`src/rtl/serdes_pkg.sv`:
```
// Shared types and constants for the SERDES word aligner.
// The FSM state encoding, the default training word and the word width live here.
package serdes_pkg;

    localparam int unsigned SERDES_DATA_WIDTH    = 8;
    localparam logic [7:0]  SERDES_TRAIN_PATTERN = 8'hB4;

    typedef enum logic [1:0] {
        ST_SEARCH   = 2'd0,
        ST_SETTLING = 2'd1,
        ST_VERIFY   = 2'd2,
        ST_LOCKED   = 2'd3
    } state_e;

    // Bit offsets form a ring 0..7; stepping past 7 returns to 0.
    function automatic logic [2:0] next_offset(input logic [2:0] off);
        return off + 3'd1;
    endfunction

endpackage

```
`src/rtl/serdes_word_aligner_if.sv`:
```
// Word-side bus of the SERDES word aligner.
// With SERDES_WORD_ALIGNER_STATS_EN defined the bus also carries SLIP_COUNT.
interface serdes_word_aligner_if;
    import serdes_pkg::*;

    logic [SERDES_DATA_WIDTH-1:0] DATA_IN;
    logic                         RELOCK;
    logic [SERDES_DATA_WIDTH-1:0] DATA_OUT;
    logic                         DATA_VALID;
    logic                         LOCKED;
    logic [2:0]                   OFFSET;
`ifdef SERDES_WORD_ALIGNER_STATS_EN
    logic [7:0]                   SLIP_COUNT;
`endif

    // Source side: the ISERDES wrapper plus whatever consumes the framed words.
    modport master (
        output DATA_IN,
        output RELOCK,
        input  DATA_OUT,
        input  DATA_VALID,
        input  LOCKED,
`ifdef SERDES_WORD_ALIGNER_STATS_EN
        input  SLIP_COUNT,
`endif
        input  OFFSET
    );

    // Aligner side.
    modport slave (
        input  DATA_IN,
        input  RELOCK,
        output DATA_OUT,
        output DATA_VALID,
        output LOCKED,
`ifdef SERDES_WORD_ALIGNER_STATS_EN
        output SLIP_COUNT,
`endif
        output OFFSET
    );

endinterface

```
`src/rtl/serdes_bit_shifter.sv`:
```
// Fabric barrel shifter: keeps the previous ISERDES word and selects the
// WIDTH-bit window starting at bit 'offset' of {data_in, previous word}.
// Bit 0 of every word is the earliest-received bit.
module serdes_bit_shifter #(
    parameter int unsigned WIDTH = 8
) (
    input  logic             CLKDIV,
    input  logic             RST,
    input  logic [WIDTH-1:0] data_in,
    input  logic [2:0]       offset,
    output logic [WIDTH-1:0] window
);

    logic [WIDTH-1:0]   prev_q_r;
    logic [2*WIDTH-1:0] stream_s;

    // Hold the previous word so a window can straddle two ISERDES words.
    always_ff @(posedge CLKDIV) begin
        if (RST) begin
            prev_q_r <= {WIDTH{1'b0}};
        end else begin
            prev_q_r <= data_in;
        end
    end

    // Select the window at the current offset from the two-word stream.
    always_comb begin
        stream_s = {data_in, prev_q_r};
        window   = stream_s[offset +: WIDTH];
    end

endmodule

```
`src/rtl/serdes_word_aligner.sv`:
```
// Word aligner behind an 8:1 SDR ISERDES, clocked on CLKDIV.
// Steps a fabric barrel-shift offset until the training word is seen
// MATCH_COUNT times in a row, then locks and frames the payload.
// Optional: SERDES_WORD_ALIGNER_STATS_EN adds SLIP_COUNT (offset steps since
// reset or the last RELOCK, saturating at 8'hFF, frozen while locked).
module serdes_word_aligner
    import serdes_pkg::*;
#(
    parameter int unsigned DATA_WIDTH    = SERDES_DATA_WIDTH,
    parameter logic [7:0]  TRAIN_PATTERN = SERDES_TRAIN_PATTERN,
    parameter int unsigned MATCH_COUNT   = 4,
    parameter int unsigned SETTLE        = 1
) (
    input  logic                 CLKDIV,
    input  logic                 RST,
    serdes_word_aligner_if.slave bus
);

    localparam logic [3:0] MATCH_COUNT_C = 4'(MATCH_COUNT);
    localparam logic [2:0] SETTLE_C      = 3'(SETTLE);

    state_e          state_r;
    state_e          state_next_s;
    logic [2:0]      offset_r;
    logic [2:0]      offset_next_s;
    logic [3:0]      cnt_r;
    logic [3:0]      cnt_next_s;
    logic [2:0]      wait_r;
    logic [2:0]      wait_next_s;
    logic            locked_r;
    logic            valid_r;
    logic [7:0]      data_out_r;
    logic [7:0]      window_s;
    logic            match_s;
    logic            relock_s;

    serdes_bit_shifter #(
        .WIDTH (DATA_WIDTH)
    ) u_shifter (
        .CLKDIV  (CLKDIV),
        .RST     (RST),
        .data_in (bus.DATA_IN),
        .offset  (offset_r),
        .window  (window_s)
    );

    // Training-word compare on the currently selected window.
    always_comb begin
        match_s  = (window_s == TRAIN_PATTERN);
        relock_s = bus.RELOCK;
    end

    // Next-state logic: search, settle after each slip, verify, lock.
    always_comb begin
        state_next_s  = state_r;
        offset_next_s = offset_r;
        cnt_next_s    = cnt_r;
        wait_next_s   = wait_r;
        if (relock_s) begin
            // Restart from the current offset; RELOCK beats a same-cycle match.
            state_next_s = ST_SEARCH;
            cnt_next_s   = 4'd0;
            wait_next_s  = 3'd0;
        end else begin
            case (state_r)
                ST_SEARCH: begin
                    if (match_s) begin
                        cnt_next_s   = 4'd1;
                        state_next_s = (MATCH_COUNT_C <= 4'd1) ? ST_LOCKED : ST_VERIFY;
                    end else begin
                        offset_next_s = next_offset(offset_r);
                        cnt_next_s    = 4'd0;
                        wait_next_s   = SETTLE_C;
                        state_next_s  = (SETTLE_C == 3'd0) ? ST_SEARCH : ST_SETTLING;
                    end
                end
                ST_SETTLING: begin
                    // The shifted window is not trusted until the gap has elapsed.
                    if (wait_r <= 3'd1) begin
                        wait_next_s  = 3'd0;
                        state_next_s = ST_SEARCH;
                    end else begin
                        wait_next_s  = wait_r - 3'd1;
                        state_next_s = ST_SETTLING;
                    end
                end
                ST_VERIFY: begin
                    if (match_s) begin
                        cnt_next_s = cnt_r + 4'd1;
                        if ((cnt_r + 4'd1) >= MATCH_COUNT_C) begin
                            state_next_s = ST_LOCKED;
                        end else begin
                            state_next_s = ST_VERIFY;
                        end
                    end else begin
                        offset_next_s = next_offset(offset_r);
                        cnt_next_s    = 4'd0;
                        wait_next_s   = SETTLE_C;
                        state_next_s  = (SETTLE_C == 3'd0) ? ST_SEARCH : ST_SETTLING;
                    end
                end
                ST_LOCKED: begin
                    // Payload never matches the training word; ignore it.
                    state_next_s = ST_LOCKED;
                end
                default: begin
                    state_next_s  = ST_SEARCH;
                    cnt_next_s    = 4'd0;
                    wait_next_s   = 3'd0;
                end
            endcase
        end
    end

    // FSM state, counters and offset registers.
    always_ff @(posedge CLKDIV) begin
        if (RST) begin
            state_r  <= ST_SEARCH;
            offset_r <= 3'd0;
            cnt_r    <= 4'd0;
            wait_r   <= 3'd0;
        end else begin
            state_r  <= state_next_s;
            offset_r <= offset_next_s;
            cnt_r    <= cnt_next_s;
            wait_r   <= wait_next_s;
        end
    end

    // Registered outputs; DATA_VALID trails LOCKED by one cycle to track DATA_OUT.
    always_ff @(posedge CLKDIV) begin
        if (RST) begin
            locked_r   <= 1'b0;
            valid_r    <= 1'b0;
            data_out_r <= 8'h00;
        end else begin
            locked_r   <= (state_next_s == ST_LOCKED);
            valid_r    <= locked_r;
            data_out_r <= window_s;
        end
    end

    assign bus.DATA_OUT   = data_out_r;
    assign bus.DATA_VALID = valid_r;
    assign bus.LOCKED     = locked_r;
    assign bus.OFFSET     = offset_r;

`ifdef SERDES_WORD_ALIGNER_STATS_EN
    logic [7:0] slip_r;
    logic       slip_inc_s;

    // An offset step is the only way the offset ever changes.
    always_comb begin
        slip_inc_s = (offset_next_s != offset_r);
    end

    // Saturating slip counter, cleared on RELOCK; cannot move while locked.
    always_ff @(posedge CLKDIV) begin
        if (RST) begin
            slip_r <= 8'h00;
        end else if (relock_s) begin
            slip_r <= 8'h00;
        end else if (slip_inc_s && (slip_r != 8'hFF)) begin
            slip_r <= slip_r + 8'd1;
        end else begin
            slip_r <= slip_r;
        end
    end

    assign bus.SLIP_COUNT = slip_r;
`endif

endmodule

```
`src/flat_wrapper.sv`:
```
// flat-port wrapper written by rule: the top's interface ports become plain ports
module serdes_word_aligner_flat import serdes_pkg::*;
#(
    parameter int unsigned DATA_WIDTH    = SERDES_DATA_WIDTH,
    parameter logic [7:0]  TRAIN_PATTERN = SERDES_TRAIN_PATTERN,
    parameter int unsigned MATCH_COUNT   = 4,
    parameter int unsigned SETTLE        = 1
)
  (CLKDIV, RST, bus_DATA_IN, bus_RELOCK, bus_DATA_OUT, bus_DATA_VALID, bus_LOCKED, bus_OFFSET);
  serdes_word_aligner_if bus_i ();
  input  logic CLKDIV;
  input  logic RST;
  input wire logic [$bits(bus_i.DATA_IN)-1:0] bus_DATA_IN;
  input wire logic [$bits(bus_i.RELOCK)-1:0] bus_RELOCK;
  output wire logic [$bits(bus_i.DATA_OUT)-1:0] bus_DATA_OUT;
  output wire logic [$bits(bus_i.DATA_VALID)-1:0] bus_DATA_VALID;
  output wire logic [$bits(bus_i.LOCKED)-1:0] bus_LOCKED;
  output wire logic [$bits(bus_i.OFFSET)-1:0] bus_OFFSET;
  assign bus_i.DATA_IN = bus_DATA_IN;
  assign bus_i.RELOCK = bus_RELOCK;
  assign bus_DATA_OUT = bus_i.DATA_OUT;
  assign bus_DATA_VALID = bus_i.DATA_VALID;
  assign bus_LOCKED = bus_i.LOCKED;
  assign bus_OFFSET = bus_i.OFFSET;
  serdes_word_aligner #(.DATA_WIDTH(DATA_WIDTH), .TRAIN_PATTERN(TRAIN_PATTERN), .MATCH_COUNT(MATCH_COUNT), .SETTLE(SETTLE)) u_core (.CLKDIV(CLKDIV), .RST(RST), .bus(bus_i));
endmodule
```
`config.mk`:
```
export PLATFORM = sky130hd
export DESIGN_NAME = serdes_word_aligner_flat
export DESIGN_NICKNAME = d
export VERILOG_FILES = /design/src/rtl/serdes_pkg.sv /design/src/rtl/serdes_word_aligner_if.sv /design/src/rtl/serdes_bit_shifter.sv /design/src/rtl/serdes_word_aligner.sv /design/src/flat_wrapper.sv
export SDC_FILE = /design/constraint.sdc
export NUM_CORES = 1
export LEC_CHECK = 0
export CORE_MARGIN = 2
export CORE_UTILIZATION = 48
export DETAILED_ROUTE_END_ITERATION = 7
export GPL_ROUTABILITY_DRIVEN = 1
export GPL_TIMING_DRIVEN = 0
export HOLD_SLACK_MARGIN = 0.1
export PLACE_DENSITY = 0.84
export REMOVE_ABC_BUFFERS = 1
export SYNTH_ARGS = -nofsm -noshare
export SYNTH_HDL_FRONTEND = slang
export SYNTH_SLANG_ARGS = --single-unit
```
`constraint.sdc`:
```
create_clock -name CLKDIV -period 2.2 [get_ports CLKDIV]
set_input_delay 0.44 -clock CLKDIV [delete_from_list [all_inputs] [get_ports CLKDIV]]
set_output_delay 0.44 -clock CLKDIV [all_outputs]
set_load 0.01 [all_outputs]
```
# Word-level counts from Yosys, hierarchy flattened
# Cells that the tools add are included.
[op_classes]
n_eq_ne = 6
magnitude_cmp = 2
n_addsub = 3
bitwise = 2
n_mux = 12
reduce_logical = 7
shifts = 1
[op_table]
columns = ["op", "count"]
rows = [
  ["variable part select 16 x 4 -> 8 bit", 1],
  ["== test 8 bit, second input constant", 1],
  ["one-hot mux 2 bit (4 select lines)", 1],
  ["one-hot mux 4 bit (2 select lines)", 1],
  ["== test 2 bit, second input constant", 3],
  ["2-to-1 mux 2 bit", 3],
  ["2-to-1 mux 3 bit", 2],
  ["one-hot mux 3 bit (2 select lines)", 1],
  ["adder 4 x 1 -> 4 bit, second input constant", 1],
  ["greater-or-equal comparator 4 x 3 -> 1 bit, second input constant", 1],
  ["2-to-1 mux 4 bit", 1],
  ["nonzero test 2 bit", 2],
  ["OR reduction 2 bit", 2],
  ["adder 3 x 1 -> 3 bit, second input constant", 1],
  ["less-or-equal comparator 3 x 1 -> 1 bit, second input constant", 1],
  ["2-to-1 mux 1 bit", 3],
  ["AND reduction 3 bit", 1],
  ["subtractor 3 x 1 -> 3 bit, second input constant", 1],
  ["== test 2 x 1 -> 1 bit, second input constant", 1],
  ["logical NOT 2 bit", 1],
  ["!= test 2 bit, second input constant", 1],
  ["inverter 1 bit", 2],
  ["AND reduction 2 bit", 1],
]
[word_totals]
elab_cells = 41
output_inout_bits = 13
reg_bits = 30
in_bits = 11

# Longest topological paths before layout
[depth]
word_depth = 7
depth_mapped = 8

# Hierarchy
# From an unflattened synthesis, not the netlist that was laid out.
[unflattened]
cells_unflattened = 169
area_unflattened_um2 = 1614.0
[by_module_without_submodules]
columns = ["module", "seq_area_each_um2", "area_each_um2", "instances", "cells_each"]
rows = [
  ["serdes_word_aligner", 440.4, 964.7, 1, 105],
  ["serdes_bit_shifter", 160.2, 649.4, 1, 64],
]

# Least setup slack after synthesis
# Ideal clock, no wire load.
[synth_path]
path_kind = "reg2reg"
startpoint = "register u_core.offset_r[0] (netlist: u_core.bus.OFFSET[0])"
endpoint = "register u_core.offset_r[0] (netlist: u_core.bus.OFFSET[0])"
arrival_time_ps = 2141
path_stages_with_launch = 8
synth_period_minus_slack_ps = 2262
setup_ps = 121
path_buffers = 1
slack_ps = -62
path_cell_list = "dfxtp_1 -> buf_6 -> mux4_2 -> nor4b_4 -> nand3_2 -> a21oi_4 -> nor3_2 -> mux2_4"
[synth_between]
elab_chain_cells = 4
[synth_lines]
columns = ["item", "line_no", "text"]
rows = [
  ["from (decl)", "serdes_word_aligner.sv:24", "logic [2:0] offset_r;"],
  ["from (signal assigned)", "serdes_word_aligner.sv:124", "offset_r <= offset_next_s;"],
  ["variable part select 16 x 4 -> 8 bit", "serdes_bit_shifter.sv:29", "window = stream_s[offset +: WIDTH];"],
  ["== test 8 bit", "serdes_word_aligner.sv:49", "match_s = (window_s == TRAIN_PATTERN);"],
  ["inverter 1 bit (no source line)", "--", ""],
  ["AND reduction 3 bit (no source line)", "--", ""],
]
# Several ways; a longest one is shown, not always the timed one.
# A chain may end at the register's enable or synchronous reset.

# Worst setup path in the final report
[layout_path]
startpoint = "register u_core.offset_r[0] (netlist: u_core.bus.OFFSET[0])"
endpoint = "register u_core.cnt_r[1]"
[layout_between]
elab_chain_cells = 4
[layout_lines]
columns = ["item", "line_no", "text"]
rows = [
  ["variable part select 16 x 4 -> 8 bit", "serdes_bit_shifter.sv:29", ""],
  ["== test 8 bit", "serdes_word_aligner.sv:49", ""],
  ["2-to-1 mux 4 bit", "serdes_word_aligner.sv:88", "if (match_s) begin"],
  ["one-hot mux 4 bit (2 select lines)", "serdes_word_aligner.sv:65", "case (state_r)"],
  ["to (signal assigned)", "serdes_word_aligner.sv:125", "cnt_r <= cnt_next_s;"],
  ["to (decl)", "serdes_word_aligner.sv:26", "logic [3:0] cnt_r;"],
]
# Every way passes these cells.

==> results.cfg <==
[synth]
yosysSeqAreaShare_pct = 35.7
synth_edf_count = 0
synth_adder_area_share_pct = 2.98
synth_top_cell_by_area = dfxtp_1
yosysMostFrequentCell = dfxtp_1
ys_top_cells_by_area = dfxtp_1, mux4_2, mux2i_1
synth_cell_type_count = 44
synth.area.mux_share_pct = 20.2
synth.avg_cell_area_um2 = 9.66
synthXorXnorAreaFrac_pct = 0
synth_warnings = 0
synthSimpleGateAreaFrac_pct = 25.1
ys_seq_elements = 30
netlist_instances = 174
synth_area_um2 = 1680
synth_top_family_by_area = simple AND/OR/NAND/NOR gates
synth_compound_area_share_pct = 12.3
synth_top_area_share_pct = 35.7
synth-main-ff-cell = dfxtp_1
postSynth.asyncResetShare_pct = 0
synthTopCellsByCount = dfxtp_1, nand2_1, nor2_1

[worst_setup_path]
cp-start-kind = flop
rrSetupSlack_ns = -0.02
critPathKind = reg2reg
cp.arrival_ns = 2.49
crit_path_end_kind = flop
cp_max_fo = 7
cp_data_required_time_ns = 2.47
r2r_cells = 6

[sta]
fin_skew_ns = 0.00637
setup_slack_ns = -0.0198
relSlewSlack_pct = 45.8
grt_setup_unrepaired = true
fin_crit_sh_pct = 101
fin_crit_ns = 2.22
worstMarginPinSlew_ns = 0.812
slew_viol_final = 0
setup_viol = 3
hold_violations = 0
fmax_mhz = 450

[floorplanning]
die_area_um2 = 3990
fp-row-count = 21
start_util_pct = 50.0
dieWidth_um = 63.2
die_h_um = 63.2
core_area_um2 = 3360
ios = 24

[route]
drtIter0Drc = 73
vias = 1474
via_per_inst = 5.74
wl_per_cell_um = 15.2
ant_nets = 0
first_pass_iters = 4
drc = 0
routed_wl_um = 3910

[clocking]
cts_buffers = 5
ctsHoldBuffers = 0
cts.reportedPaths.clkPinSlew_ns = 0.09
worst_skew_pair.late_latency_ns = 0.34
cts_tree = yes
cts_buffer_depth = 2
htree_levels = 2
clock-sinks = 30
ctsRootBufferMaster = clkbuf_4

[cells_and_area]
area_delta_synth_final_pct = 26.5
drive_gt1_share_pct = 26.1
finish.utilization_pct = 63.2
layout.cells.non_filler = 257
nNetsFinal = 225
antenna_cells = 0
nFillCells = 284

[flow_run]
max_cap_viol_count = 0

[placement]
port_buffers = 23
hpwl_um = 2270
pre_cts_ws_ns = -0.659
dp_cells = 232
gp_congestion = 0.771

[global_route]
grt_pass1_vias = 1291
overflow = 0
antenna_found_initial = 0
grtUsageTotal_pct = 19.0
grt_first_pass_wirelength_um = 5900
grt_max_degree = 26

[hold_path]
holdPathStages = 2
hold_class = in2reg

[status]
status = complete, but fails checks
violations = negative setup slack

[power_and_ir_drop]
ir_drop_v = 0.000354
power_density_nw_per_um2 = 574
leakagePower_uw = 0.000787
## per-layer routing
layer | part of all wire (%) | vias up | GRT usage, %
li1 | - | 701 | -
met2 | 50 | 55 | 30.2
met3 | 6.3 | 9 | 6.43
met1 | 42 | 709 | 23.9
met4 | 1.9 | 0 | 7.07
met5 | 0 | - | 0
## layout make-up
| class | instances | area (µm²) | share of cell area (%) |
|---|---|---|---|
| Clock buffer | 7 | 55.1 | 2.59 |
| Tap cell | 46 | 57.6 | 2.71 |
| Clock inverter | 1 | 5.00 | 0.235 |
| Sequential cell | 30 | 609 | 28.6 |
| Inverter | 3 | 11.3 | 0.529 |
| Timing Repair Buffer | 40 | 350 | 16.5 |
| Multi-Input combinational cell | 130 | 1040 | 48.8 |
## through the flow
step | power, µW | area [µm²] | hold slack, ns | TNS (ns)
after global routing | 1290 | 2130 | 0.395 | -0.533
after CTS | 1200 | 2050 | 0.468 | -0.00365
final | 1220 | 2130 | 0.392 | -0.0398
after floorplan | 752 | 1630 | 0.461 | -2.79
after global placement | 835 | 1920 | 0.463 | -5.97
after detailed placement | 842 | 1920 | 0.453 | -6.50
## kinds of logic after synthesis
group / after synthesis
mux: 23
simple gates: 73
flops: 30
buf+inv: 14
fa+ha+maj: 4
compound gates: 30
## state kept, by name, summed over array words and instances (netlist names)
name and cells:
u_core.bus.DATA_OUT 8, u_core.bus.DATA_VALID 1, u_core.bus.LOCKED 1, u_core.bus.OFFSET 3
u_core.cnt_r 4, u_core.state_r 2, u_core.u_shifter.prev_q_r 8, u_core.wait_r 3
## power breakdown
part / total (µW) / internal, µW / switching [µW]
clock network: 345 / 155 / 191
logic: 280 / 156 / 125
registers: 595 / 570 / 25.0
total: 1220 / 880 / 341
## worst max-delay path, cell delays in order (launching register included)
cell,delay (ns)
dfxtp_4,0.40
mux4_2,0.54
nor3b_2,0.17
nand4_1,0.21
a21oi_4,0.36
nand4b_1,0.24
a21oi_2,0.22
## final timing paths
kind | from | to
setup reg to reg | u_core.bus.OFFSET[0]$_SDFFE_PP0P_ | u_core.cnt_r[1]$_SDFFE_PP0N_
setup / recovery | u_core.bus.OFFSET[0]$_SDFFE_PP0P_ | u_core.cnt_r[1]$_SDFFE_PP0N_
hold reg to reg | u_core.bus.LOCKED$_SDFF_PP0_ | u_core.bus.DATA_VALID$_SDFF_PP0_
hold / removal | bus_DATA_IN[5] | u_core.u_shifter.prev_q_r[5]$_SDFF_PP0_
## cells in the final DEF (no fill, tap or decap), types with 6 or more instances in the layout
cell / count
a21oi_1: 12
buf_4: 15
clkbuf_4: 6
clkdlybuf4s50_1: 16
dfxtp_1: 27
dlygate4sd2_1: 6
mux2i_1: 8
mux4_2: 7
nand2_1: 16
nor2_1: 14
nor2b_1: 12
## what timing repair did
item | in CTS | in global routing
pin swaps | 3 | 2
endpoints found under the setup margin | 16 | 10
resized for setup | 13 | 7
cloned | 0 | 0
buffers inserted | 9 | 8
Note: power is estimated with default switching activity, not from simulation.
